### src/rtl/rtc_time_ctrl.sv
`default_nettype none
// ============================================================================
//  Module   : rtc_time_ctrl
//  Brief    : Real-time clock controller. Divides clk down to a 1 Hz tick,
//             keeps 24 h binary hour/min/second time with carries, and offers
//             a button-driven set mode (RUN -> hour -> min -> sec -> RUN).
//             Optional alarm compare is built when ALARM_EN is defined.
//  Revision : 1.0 - initial release
// ============================================================================
module rtc_time_ctrl #(
   parameter int CLK_DIV = 50_000_000,   // system clocks per second tick (>= 2)
   parameter int DIV_W   = 26            // prescaler width, 2**DIV_W >= CLK_DIV
) (
   input  logic       clk,
   input  logic       rst,
   input  logic       btn_mode,
   input  logic       btn_inc,
`ifdef ALARM_EN
   input  logic       alarm_set,
   output logic       alarm_hit,
`endif
   output logic [5:0] hour,
   output logic [5:0] min,
   output logic [5:0] second,
   output logic [1:0] edit_sel,
   output logic       sec_pulse
);

   // State encoding doubles as the edit_sel display code.
   localparam logic [1:0] c_ST_RUN      = 2'd0;
   localparam logic [1:0] c_ST_SET_HOUR = 2'd1;
   localparam logic [1:0] c_ST_SET_MIN  = 2'd2;
   localparam logic [1:0] c_ST_SET_SEC  = 2'd3;

   localparam logic [DIV_W-1:0] c_DIV_MAX = DIV_W'(CLK_DIV - 1);

   logic [DIV_W-1:0] r_div;
   logic [1:0]       r_state;
   logic [5:0]       r_hour;
   logic [5:0]       r_min;
   logic [5:0]       r_sec;
   logic             r_sec_pulse;

   logic             w_tick;
   logic             w_sec_wrap;
   logic             w_min_wrap;
   logic [5:0]       w_inc_hour;
   logic [5:0]       w_inc_min;
   logic [5:0]       w_inc_sec;
   logic [5:0]       w_tick_hour;
   logic [5:0]       w_tick_min;

   // Tick detection plus wrapping increments shared by the carry chain and set mode.
   always_comb begin
      w_tick      = (r_state == c_ST_RUN) && (r_div == c_DIV_MAX);
      w_sec_wrap  = (r_sec == 6'd59);
      w_min_wrap  = (r_min == 6'd59);
      w_inc_sec   = w_sec_wrap ? 6'd0 : r_sec + 6'd1;
      w_inc_min   = w_min_wrap ? 6'd0 : r_min + 6'd1;
      w_inc_hour  = (r_hour == 6'd23) ? 6'd0 : r_hour + 6'd1;
      w_tick_min  = w_sec_wrap ? w_inc_min : r_min;
      w_tick_hour = (w_sec_wrap && w_min_wrap) ? w_inc_hour : r_hour;
   end

   // Prescaler, timekeeping, set-mode FSM and the tick strobe.
   always_ff @(posedge clk) begin
      if (rst) begin
         r_div       <= '0;
         r_state     <= c_ST_RUN;
         r_hour      <= 6'd0;
         r_min       <= 6'd0;
         r_sec       <= 6'd0;
         r_sec_pulse <= 1'b0;
      end else begin
         r_sec_pulse <= w_tick;

         // Count only while running; any SET state parks the count at zero so
         // the first tick after returning to RUN is a full period away.
         if (r_state == c_ST_RUN) begin
            r_div <= w_tick ? '0 : r_div + DIV_W'(1);
         end else begin
            r_div <= '0;
         end

         if (w_tick) begin
            r_sec  <= w_inc_sec;
            r_min  <= w_tick_min;
            r_hour <= w_tick_hour;
         end

         // btn_mode has priority; a simultaneous btn_inc is dropped.
         if (btn_mode) begin
            r_state <= r_state + 2'd1;
         end else if (btn_inc) begin
            case (r_state)
               c_ST_SET_HOUR: r_hour <= w_inc_hour;
               c_ST_SET_MIN:  r_min  <= w_inc_min;
               c_ST_SET_SEC:  r_sec  <= w_inc_sec;
               default:       ;
            endcase
         end
      end
   end

`ifdef ALARM_EN
   logic [5:0] r_alarm_hour;
   logic [5:0] r_alarm_min;
   logic       r_armed;
   logic       r_alarm_hit;

   // Alarm capture and match; the hit lines up with sec_pulse for the matching update.
   always_ff @(posedge clk) begin
      if (rst) begin
         r_alarm_hour <= 6'd0;
         r_alarm_min  <= 6'd0;
         r_armed      <= 1'b0;
         r_alarm_hit  <= 1'b0;
      end else begin
         r_alarm_hit <= w_tick && r_armed && (w_inc_sec == 6'd0) &&
                        (w_tick_min == r_alarm_min) && (w_tick_hour == r_alarm_hour);
         if (alarm_set) begin
            r_alarm_hour <= r_hour;
            r_alarm_min  <= r_min;
            r_armed      <= 1'b1;
         end
      end
   end

   assign alarm_hit = r_alarm_hit;
`endif

   assign hour      = r_hour;
   assign min       = r_min;
   assign second    = r_sec;
   assign edit_sel  = r_state;
   assign sec_pulse = r_sec_pulse;

endmodule
`default_nettype wire

### config.mk
export PLATFORM = sky130hd
export DESIGN_NAME = rtc_time_ctrl
export DESIGN_NICKNAME = d
export VERILOG_FILES = /design/src/rtl/rtc_time_ctrl.sv
export SDC_FILE = /design/constraint.sdc
export NUM_CORES = 1
export LEC_CHECK = 0
export ABC_AREA = 0
export CORE_UTILIZATION = 50
export DETAILED_ROUTE_END_ITERATION = 8
export PLACE_DENSITY = 0.71
export SYNTH_ARGS = -nofsm -noshare
export SYNTH_HDL_FRONTEND = slang
export SYNTH_SLANG_ARGS = --single-unit
### constraint.sdc
create_clock -name clk -period 4.61 [get_ports clk]
set_input_delay 0.922 -clock clk [delete_from_list [all_inputs] [get_ports clk]]
set_output_delay 0.922 -clock clk [all_outputs]
set_load 0.01 [all_outputs]
==> flow_summary.json <==
{
  "drt_drc_violations_left": 0,
  "setup_tns_ns": 0,
  "synthCells": 285,
  "finish.cell_count_without_fillers": 361,
  "clock_tree.root_cell": "sky130_fd_sc_hd__clkbuf_8",
  "numPlacedInstances": 353,
  "detail_route.wirelength_mm": 4.95,
  "total_number_of_vias": 2073,
  "worst-slew-pin-transition_ns": 0.966,
  "grt.total_usage_pct": 20.6,
  "synth-warning-count": 0,
  "floorplan.initialDensity_pct": 53.6,
  "synthMostInstantiatedCell": "sky130_fd_sc_hd__dfxtp_1",
  "syn-num-nets": 297,
  "clockBufferDepth": 2,
  "setup_violations": 0,
  "timing.setup.critical_path_class": "in -> reg",
  "cts.reportedPaths.clkPinSlew_ns": 0.08,
  "clock.fmax_mhz": 370,
  "worst_path_dominant_cell_family": "buffers and inverters",
  "dominantRegCellSynth": "sky130_fd_sc_hd__dfxtp_1",
  "crit_fanout": 26,
  "p_leak_nw": 0.992,
  "report.final.hold_viol_count": 0,
  "fill_count": 407,
  "critical_path.slowest_cell": "sky130_fd_sc_hd__nand3_1",
  "maxSlewViolCount": 0,
  "multi_input_area_um2": 1410,
  "gr-total-overflow": 0,
  "grt_setup_unrepaired": "no",
  "critical_path_arrival_ns": 2.85,
  "cts_resized": 0,
  "drtPass1Iterations": 4,
  "critical_path_buf_inv_count": 3,
  "post_synth_most_frequent_cells": "47 x sky130_fd_sc_hd__dfxtp_1, 43 x sky130_fd_sc_hd__nor2_1, 26 x sky130_fd_sc_hd__nand2_1",
  "cell_types_occupying_the_most_area_after_synthesis": "sky130_fd_sc_hd__dfxtp_1 39%, sky130_fd_sc_hd__xor2_1 6.9%, sky130_fd_sc_hd__nor2_1 6.7%",
  "vias_per_cell": 5.74,
  "status": "completed",
  "die_height_um": 71.5,
  "layout.nets": 320,
  "h-tree-depth": 2,
  "cp_slowest_stage_delay_ns": 0.80,
  "startpoint_type": "input pin",
  "syn_to_final_growth_pct": 15.6,
  "ratio_of_cells_with_drive_above_1_in_the_final_layout_pct": 5.83,
  "synth_seq_area_share_pct": 39.0,
  "final-seq-area_um2": 941,
  "maxCapViolations": 0,
  "power-per-cell-area_nw_per_um2": 264,
  "post_cts_buffers": 0,
  "endpoint_kind": "register",
  "antenna_violating_nets_post_route": 0,
  "post-synth-top-area-cell": "sky130_fd_sc_hd__dfxtp_1",
  "number_of_flops_mapped_to_enable_cells_by_yosys": 0,
  "timing.hold.worst.class": "reg -> reg",
  "fin_skew_ns": 0.00589,
  "timing.slew.headroom_pct": 35.4,
  "numClockSinks": 47,
  "mappedNetlistArea_um2": 2410,
  "synthesis.area_per_instance_um2": 8.47,
  "io_buffer_count": 24,
  "floorplan.rows": 24,
  "antenna_violations_before_repair": 0,
  "grt_pass1_wl_mm": 8.49,
  "number_of_i_o_pins": 25,
  "clock_tree_from_tritoncts": "yes",
  "pin_count_of_the_biggest_net_entering_global_routing": 27,
  "clk_lat_worst_skew_ns": 0.29,
  "yosysTopAreaCellShare_pct": 39.0,
  "fin_util_pct": 61.9,
  "async_reset_ff_share_pct": 0,
  "vdd_ir_drop_max_v": 0.000147,
  "min_period_over_period_pct": 58.7,
  "drtIter0Drc": 82,
  "holdBufCountCts": 0,
  "final.min_clock_period_ns": 2.71,
  "avgRoutedWirePerCell_um": 13.7,
  "cp_cell_sequence": "clkdlybuf4s50_1 -> buf_4 -> clkinv_1 -> nand3_1 -> nor2_1",
  "cp_data_required_time_ns": 4.75,
  "cts_buffers": 5,
  "number_of_global_route_vias_before_repair": 1873,
  "hpwlAfterDp_mm": 3.49,
  "placeableCoreArea_um2": 4500,
  "routabilityCongestion": 0.844,
  "fp.dieW_um": 71.5,
  "antenna_cells_inserted": 0,
  "die_ar_um2": 5110,
  "post_synth_num_cell_types": 44,
  "ys_seq_elements": 47
}
[sequential cells by signal, summed over array words and instances (netlist names)]
signal / cells
edit_sel: 2
hour: 6
min: 6
r_div: 26
sec_pulse: 1
second: 6
[final timing paths]
| check | from | endpoint | slack [ns] | cells after the start |
|---|---|---|---|---|
| min | r_div[0] | r_div[0] | 0.49 | 1 |
| max | rst | r_div[5] | 1.90 | 5 |
| max reg2reg | r_div[0] | r_div[5] | 2.27 | 6 |
| min reg2reg | r_div[0] | r_div[0] | 0.49 | 1 |
[cells in the final DEF (no fill, tap or decap), drive strengths merged, types with 2 or more instances in the layout]
cell            n
ha              8
nor4            4
nand3          23
xor2           19
clkbuf          8
or3             3
o21ai          13
dfxtp          47
a21oi           7
nor2b           3
nand4          11
nor3            7
clkdlybuf4s50  24
mux2            3
nor2           43
and3            8
a311oi          2
mux2i           4
or4             2
inv             5
nand4b          2
and2            6
o31ai           2
a31o            3
and4            7
xnor2           6
nand2          26
a31oi           2
[layer usage]
layer	track usage, %	routed length, um	vias up
met5	0	0	-
met4	4.58	31	0
met3	3.80	167	6
met2	36.1	2300	47
met1	26.5	2440	964
li1	-	-	1056
[cells by family after synthesis]
kind of cell	count (synthesis)	share of synthesized area [%]
xor+xnor	25	9.07
simple gates	151	33.4
flops	47	39.0
compound gates	32	8.81
fa+ha+maj	8	4.15
buf+inv	15	2.49
mux	7	3.06
[report_power, final]
group	internal, mW	switching, mW	total [mW]
registers	0.412	0.00859	0.421
logic	0.0199	0.0264	0.0463
clock network	0.137	0.132	0.269
total	0.569	0.167	0.736
[layout make-up]
cell class	count	area share, %
multi-input cells	223	50.7
inverters	6	0.808
clock buffers	8	3.59
well taps	52	2.33
repair buffers	25	8.88
flip-flops and latches	47	33.7
[metrics by stage]
stage                     worst slack [ns]  hold slack (ns)  area [um^2]  power, mW
after floorplan                       2.74            0.438         2410      0.457
after global placement                1.62            0.453         2690      0.476
after detailed placement              1.58            0.479         2690      0.477
after CTS                             1.90            0.501         2790      0.744
after global routing                  1.69            0.507         2790      0.769
final                                 1.90            0.492         2790      0.736
[worst register-to-register path, cell delays in order (launching register included)]
cell,delay [ns]
sky130_fd_sc_hd__dfxtp_1,0.40
sky130_fd_sc_hd__ha_1,0.25
sky130_fd_sc_hd__nand2_1,0.10
sky130_fd_sc_hd__nor4_1,0.55
sky130_fd_sc_hd__nand2_1,0.10
sky130_fd_sc_hd__nand3_1,0.68
sky130_fd_sc_hd__nor2_1,0.13
Note: power is estimated with default switching activity, not from simulation.
